## src/rtl/mem_ctrl_pkg.sv

```systemverilog
// mem_ctrl_pkg
// Shared definitions for the word-to-unit memory sequencing controllers.
//   - state encoding for the unit sequencing FSM
//   - unit_lsb(): bit offset of unit i inside a full bus word
//   - params_legal(): parameter legality check used at elaboration
package mem_ctrl_pkg;

  localparam logic [2:0] ENC_IDLE  = 3'd0;
  localparam logic [2:0] ENC_WR    = 3'd1;
  localparam logic [2:0] ENC_RD    = 3'd2;
  localparam logic [2:0] ENC_DRAIN = 3'd3;
  localparam logic [2:0] ENC_RESP  = 3'd4;

  typedef enum logic [2:0] {
    ST_IDLE  = ENC_IDLE,
    ST_WR    = ENC_WR,
    ST_RD    = ENC_RD,
    ST_DRAIN = ENC_DRAIN,
    ST_RESP  = ENC_RESP
  } ctrl_state_t;

  // Units are little-endian: unit i occupies bits [i*unit_w +: unit_w].
  function automatic int unit_lsb(input int idx, input int unit_w);
    return idx * unit_w;
  endfunction

  // The unit count must be a power of two (so the unit index is a clean
  // address field), must divide the bus evenly, and must leave at least
  // one bit of word address.
  function automatic bit params_legal(input int bus_size,
                                      input int num_units,
                                      input int addr_width);
    return (num_units >= 2) &&
           ((num_units & (num_units - 1)) == 0) &&
           ((bus_size % num_units) == 0) &&
           ($clog2(num_units) < addr_width);
  endfunction

endpackage

```

## src/rtl/unit_assembler.sv

```systemverilog
// unit_assembler
// Shift/capture register that builds a full bus word out of consecutive
// memory units. Each load shifts the word down by one unit and inserts the
// new unit at the top, so after NUM_UNITS loads the first unit loaded sits
// in the least significant position (little-endian reassembly).
// Ports:
//   clk, reset_L : clock, asynchronous active-low reset
//   load         : capture unit_in this cycle
//   unit_in      : unit-wide data from the memory
//   word         : registered assembled word
//   word_next    : value word takes on a load (lets a consumer grab the
//                  completed word in the same cycle the last unit arrives)
module unit_assembler #(
  parameter int BUS_SIZE   = 32,
  parameter int UNIT_WIDTH = 8
) (
  input  logic                  clk,
  input  logic                  reset_L,
  input  logic                  load,
  input  logic [UNIT_WIDTH-1:0] unit_in,
  output logic [BUS_SIZE-1:0]   word,
  output logic [BUS_SIZE-1:0]   word_next
);

  assign word_next = {unit_in, word[BUS_SIZE-1:UNIT_WIDTH]};

  always_ff @(posedge clk or negedge reset_L) begin
    if (!reset_L) begin
      word <= '0;
    end else if (load) begin
      word <= word_next;
    end
  end

endmodule

```

## src/rtl/mem_word_ctrl.sv

```systemverilog
// mem_word_ctrl
// Gives a full-width requester access to a single narrow synchronous
// memory port. Every request is split into NUM_MEM_UNITS unit accesses,
// unit 0 first, at memory address {word_addr, unit_idx}. Reads are
// reassembled into one word and returned with a one-cycle rsp_valid.
// Ports:
//   clk, reset_L            : clock, asynchronous active-low reset
//   req_valid/req_ready     : request handshake (ready only when idle)
//   req_write, req_addr,
//   req_wdata               : request direction, word address, write word
//   rsp_valid, rsp_rdata    : completion pulse and last assembled read word
//   mem_read, mem_write,
//   mem_address, mem_data_in: memory strobes, unit address and write unit
//   mem_data_out            : read unit, valid the cycle after mem_read
module mem_word_ctrl
  import mem_ctrl_pkg::*;
#(
  parameter int BUS_SIZE        = 32,
  parameter int ADDR_WIDTH      = 4,
  parameter int NUM_MEM_UNITS   = 4,
  parameter int MEM_UNIT_WIDTH  = BUS_SIZE / NUM_MEM_UNITS,
  parameter int UNIT_IDX_W      = $clog2(NUM_MEM_UNITS),
  parameter int WORD_ADDR_WIDTH = ADDR_WIDTH - UNIT_IDX_W
) (
  input  logic                       clk,
  input  logic                       reset_L,
  input  logic                       req_valid,
  output logic                       req_ready,
  input  logic                       req_write,
  input  logic [WORD_ADDR_WIDTH-1:0] req_addr,
  input  logic [BUS_SIZE-1:0]        req_wdata,
  output logic                       rsp_valid,
  output logic [BUS_SIZE-1:0]        rsp_rdata,
  output logic                       mem_read,
  output logic                       mem_write,
  output logic [ADDR_WIDTH-1:0]      mem_address,
  output logic [MEM_UNIT_WIDTH-1:0]  mem_data_in,
  input  logic [MEM_UNIT_WIDTH-1:0]  mem_data_out
);

  if (!params_legal(BUS_SIZE, NUM_MEM_UNITS, ADDR_WIDTH)) begin : g_bad_params
    $error("mem_word_ctrl: illegal BUS_SIZE/NUM_MEM_UNITS/ADDR_WIDTH combination");
  end

  ctrl_state_t                state;
  logic [UNIT_IDX_W-1:0]      unit_idx;
  logic [WORD_ADDR_WIDTH-1:0] addr_q;
  logic [BUS_SIZE-1:0]        wdata_q;
  logic [BUS_SIZE-1:0]        rdata_q;
  logic                       ready_q;
  logic                       rd_capture;
  logic                       last_unit;
  logic                       accept;
  logic [BUS_SIZE-1:0]        asm_word;
  logic [BUS_SIZE-1:0]        asm_word_next;
  logic [MEM_UNIT_WIDTH-1:0]  wr_units [NUM_MEM_UNITS];

  // Split the latched write word into its units once, so the write data
  // path is a plain mux indexed by the unit counter.
  for (genvar i = 0; i < NUM_MEM_UNITS; i++) begin : g_wr_units
    assign wr_units[i] = wdata_q[unit_lsb(i, MEM_UNIT_WIDTH) +: MEM_UNIT_WIDTH];
  end

  assign last_unit = (unit_idx == UNIT_IDX_W'(NUM_MEM_UNITS - 1));
  assign accept    = req_valid && ready_q && (state == ST_IDLE);

  // Sequencing FSM. ready_q is registered so it only rises one edge after
  // reset releases and one edge after RESP; it drops on the accepting edge.
  // rd_capture delays the read strobe by one cycle to line up with the
  // registered memory output. The final read word is taken from the
  // assembler's next value while in DRAIN, so rsp_rdata is already complete
  // when RESP begins and is untouched by writes.
  always_ff @(posedge clk or negedge reset_L) begin
    if (!reset_L) begin
      state      <= ST_IDLE;
      unit_idx   <= '0;
      addr_q     <= '0;
      wdata_q    <= '0;
      rdata_q    <= '0;
      ready_q    <= 1'b0;
      rd_capture <= 1'b0;
    end else begin
      rd_capture <= (state == ST_RD);
      case (state)
        ST_IDLE: begin
          if (accept) begin
            addr_q   <= req_addr;
            wdata_q  <= req_wdata;
            unit_idx <= '0;
            ready_q  <= 1'b0;
            state    <= req_write ? ST_WR : ST_RD;
          end else begin
            ready_q  <= 1'b1;
          end
        end
        ST_WR: begin
          if (last_unit) begin
            unit_idx <= '0;
            state    <= ST_RESP;
          end else begin
            unit_idx <= unit_idx + UNIT_IDX_W'(1);
          end
        end
        ST_RD: begin
          if (last_unit) begin
            unit_idx <= '0;
            state    <= ST_DRAIN;
          end else begin
            unit_idx <= unit_idx + UNIT_IDX_W'(1);
          end
        end
        ST_DRAIN: begin
          rdata_q <= asm_word_next;
          state   <= ST_RESP;
        end
        ST_RESP: begin
          ready_q <= 1'b1;
          state   <= ST_IDLE;
        end
        default: begin
          unit_idx <= '0;
          ready_q  <= 1'b0;
          state    <= ST_IDLE;
        end
      endcase
    end
  end

  unit_assembler #(
    .BUS_SIZE   (BUS_SIZE),
    .UNIT_WIDTH (MEM_UNIT_WIDTH)
  ) u_assembler (
    .clk       (clk),
    .reset_L   (reset_L),
    .load      (rd_capture),
    .unit_in   (mem_data_out),
    .word      (asm_word),
    .word_next (asm_word_next)
  );

  // Memory-side outputs depend only on registered state and counter, so a
  // reset drops them immediately and read/write are mutually exclusive.
  // Address and write data are forced to zero when no strobe is active.
  always_comb begin
    mem_write   = (state == ST_WR);
    mem_read    = (state == ST_RD);
    mem_address = '0;
    mem_data_in = '0;
    if (mem_write || mem_read) begin
      mem_address = {addr_q, unit_idx};
    end
    if (mem_write) begin
      mem_data_in = wr_units[unit_idx];
    end
  end

  assign req_ready = ready_q;
  assign rsp_valid = (state == ST_RESP);
  assign rsp_rdata = rdata_q;

endmodule

```

## config.mk

```make
export PLATFORM = sky130hd
export DESIGN_NAME = mem_word_ctrl
export DESIGN_NICKNAME = d
export VERILOG_FILES = /design/src/rtl/mem_ctrl_pkg.sv /design/src/rtl/unit_assembler.sv /design/src/rtl/mem_word_ctrl.sv
export SDC_FILE = /design/constraint.sdc
export NUM_CORES = 1
export LEC_CHECK = 0
export CAP_MARGIN = 20
export CORE_MARGIN = 2
export CORE_UTILIZATION = 50
export DETAILED_ROUTE_END_ITERATION = 10
export GPL_TIMING_DRIVEN = 0
export PLACE_DENSITY = 0.84
export RECOVER_POWER = 100
export SLEW_MARGIN = 40
export SYNTH_ARGS = -nofsm -noshare
export SYNTH_HDL_FRONTEND = slang
export SYNTH_SLANG_ARGS = --single-unit
```

## constraint.sdc

```tcl
create_clock -name clk -period 2.1 [get_ports clk]
set_input_delay 0.42 -clock clk [delete_from_list [all_inputs] [get_ports clk]]
set_output_delay 0.42 -clock clk [all_outputs]
set_load 0.03 [all_outputs]
```

==> metrics.yaml <==
setup_path:
  worstPathRequired_ns: 1.68
  crit_path_start_kind: "flop"
  cp_max_fo: 7
  cp-end-kind: "primary output"
  arrival_ns: 1.71
  path_class: "reg -> out"
synthesis:
  seq_area_frac_synth_pct: 60.7
  syn_inst: 249
  synth_mux_area_share_pct: 30.1
  ys_warn_count: 0
  synth.avg_cell_area_um2: 16.1
  yosys.area_share.simple_pct: 4.60
  synth_xor_area_share_pct: 0.219
  netlist_area_mm2: 0.00400
  synth.distinct_cells: 27
  synth_compound_area_share_pct: 1.16
  syn_nets: 296
  synth_top_family_by_area: "multiplexers"
  ys_ff_latch: 97
  synthAdderAreaFrac_pct: 0.313
finish:
  multiInputGateArea_mm2: 0.00147
  fin_area_mm2: 0.00532
  utilization_pct: 68.8
  n_antenna_cell: 0
  drive_above_1_share_pct: 39.9
  regArea_mm2: 0.00243
  fin_nets: 408
  final_cells: 468
  fillCellCount: 554
  syn2layout_area_growth_pct: 33.0
routing:
  ant_nets: 0
  viasPerCell: 5.29
  routed-via-count: 2476
  wl_per_cell_um: 17.4
  routed.top_layer: "met4"
  met1Wirelength_um: 3640
  firstDrtPassIters: 4
  drc: 0
  drtIter0Drc: 68
  wl_met2_um: 4110
  drt-total-wl_um: 8160
  dr_wl_met3_um: 242
grt:
  antenna_found_initial: 0
  grt_pass1_vias: 2570
  grt-ovfl-total: 0
  grt_max_degree: 73
  gr-usage-all-layers_pct: 20.0
  grt_pass1_wl_um: 13300
pwr:
  totalPowerFinal_mw: 8.88
  ir_drop_mv: 1.00
  leakage_nw: 2.35
  powerDensity_mw_per_mm2: 1670
placed_design:
  placedCellCount: 445
  place_area_mm2: 0.00509
  place_ws_ns: -0.403
  hpwl_um: 5710
  gp_congestion: 0.746
  io_buffers: 93
floorplanning:
  core-area_mm2: 0.00773
  die_h_um: 93.4
  die_area_mm2: 0.00873
  ios: 94
  die_width_um: 93.4
  row_count: 32
  start_util_pct: 51.7
sta:
  max_freq_mhz: 469
  whs_ns: 0.491
  hold_viol: 0
  finalSetupViolCount: 5
  tns_ns: -0.104
  drv_slew: 0
  fin_ws_ns: -0.0334
  worst_pin_slew_ns: 1.26
  period_share_pct: 102
  layout_min_cycle_time_ns: 2.13
  grt_setup_unrepaired: "yes"
  slew_headroom_pct: 16.0
  finalClockSkew_ns: 0.0134
cts:
  clock_path_buffers: 2
  cts_tree: "done"
  cts.sinks: 97
  cts_root_buffer: "clkbuf_8"
  cts_buffers: 9
  clkTransAtPathRegs_ns: 0.10
  htree_num_levels: 3
  clkLatencyLatePin_ns: 0.36
status:
  violations: "setup timing"
  status: "complete, but fails checks"
hold_path:
  hp-class: "reg -> reg"
run:
  maxCapViolations: 0
-- layout by cell type, fill, tap and decap left out, drive strengths merged, types with 2 or more instances in the layout --
cell and count:
nor3 3, nor2 4, clkdlybuf4s50 43, nor2b 8, and3 3, clkbuf 19, inv 6, mux4 8
a221o 2, nand3 2, clkinvlp 2, dlygate4sd3 35, dfrtp 97, a21oi 2, nand3b 2, buf 26
mux2 90, and2 4
-- what timing repair did --
action                                  4_1_cts  5_1_grt
setup buffers                                 5        1
hold buffers                                  1        0
endpoints found under the setup margin       15       14
resized for setup                            84       28
pin swaps                                     0        4
hold endpoints to repair                     25        0
-- final cells by class --
class                      instances  share of cell area, %
sequential                        97                   45.7
multi-input combinational        135                   27.7
timing repair buffer             101                   18.8
clock buffer                      10                   2.40
tap                              102                   2.40
buffer                            14                   1.86
clock inverter                     6                  0.941
inverter                           3                  0.212
-- logic make-up after synthesis --
group,after synthesis
muxes,99
DFF,97
and+or+nand+nor,28
buffers and inverters,17
AOI/OAI and AO/OA,6
xor gates and xnor gates,1
adders and majority gates,1
-- Yosys cell counts --
cell type | n | area [um^2]
mux4_2 | 8 | 180
dfrtp_1 | 97 | 2430
clkbuf_1 | 2 | 7.51
nand3b_1 | 1 | 7.51
and3_1 | 3 | 18.8
xnor2_1 | 1 | 8.76
nor3_1 | 2 | 10.0
mux2_2 | 86 | 968
mux2_1 | 4 | 45.0
inv_2 | 1 | 3.75
mux2i_1 | 1 | 10.0
a221o_1 | 2 | 20.0
nor3b_1 | 1 | 7.51
ha_1 | 1 | 12.5
buf_2 | 6 | 30.0
o211a_1 | 1 | 10.0
nand2_1 | 1 | 3.75
buf_6 | 6 | 67.6
nand3b_4 | 1 | 20.0
and2_1 | 4 | 25.0
inv_1 | 2 | 7.51
nor2_1 | 4 | 15.0
nor2b_1 | 8 | 50.1
nand3_1 | 2 | 10.0
nor3_4 | 1 | 16.3
a31oi_1 | 1 | 6.26
a21oi_1 | 2 | 10.0
-- registers in the layout, indices dropped and copies added, names as in the netlist --
register	cells
u_assembler.word	24
req_ready	1
state	3
wdata_q	32
unit_idx	2
rd_capture	1
rsp_rdata	32
addr_q	2
-- worst paths after layout --
path | startpoint | end | slack [ns] | cells past startpoint
setup / recovery | unit_idx[0] | mem_data_in[3] | -0.03 | 4
hold / removal | wdata_q[26] | wdata_q[26] | 0.49 | 1
setup reg to reg | state[2] | rsp_rdata[15] | 0.08 | 5
hold reg to reg | wdata_q[26] | wdata_q[26] | 0.49 | 1
max in group asynchronous | reset_L | u_assembler.word[17] | 0.30 | 3
min in group asynchronous | reset_L | wdata_q[29] | 0.86 | 2
-- worst max-delay path, cell delays in order (launching register included) --
cell     delay (ns)
dfrtp_2        0.40
buf_8          0.15
mux4_2         0.49
nor2b_1        0.14
buf_4          0.17
-- where the power goes --
part	leakage [nW]	switching (mW)	internal (mW)
Sequential	1.18	0.489	2.78
Combinational	1.09	2.19	2.29
Clock	0.0839	0.679	0.446
Total	2.35	3.36	5.52
-- routing by layer --
layer	vias to the layer above	global-route usage (%)
li1	1116	-
met1	1296	27.3
met2	51	32.1
met3	13	3.06
met4	0	8.21
met5	-	0
Note: power is estimated with default switching activity, not from simulation.
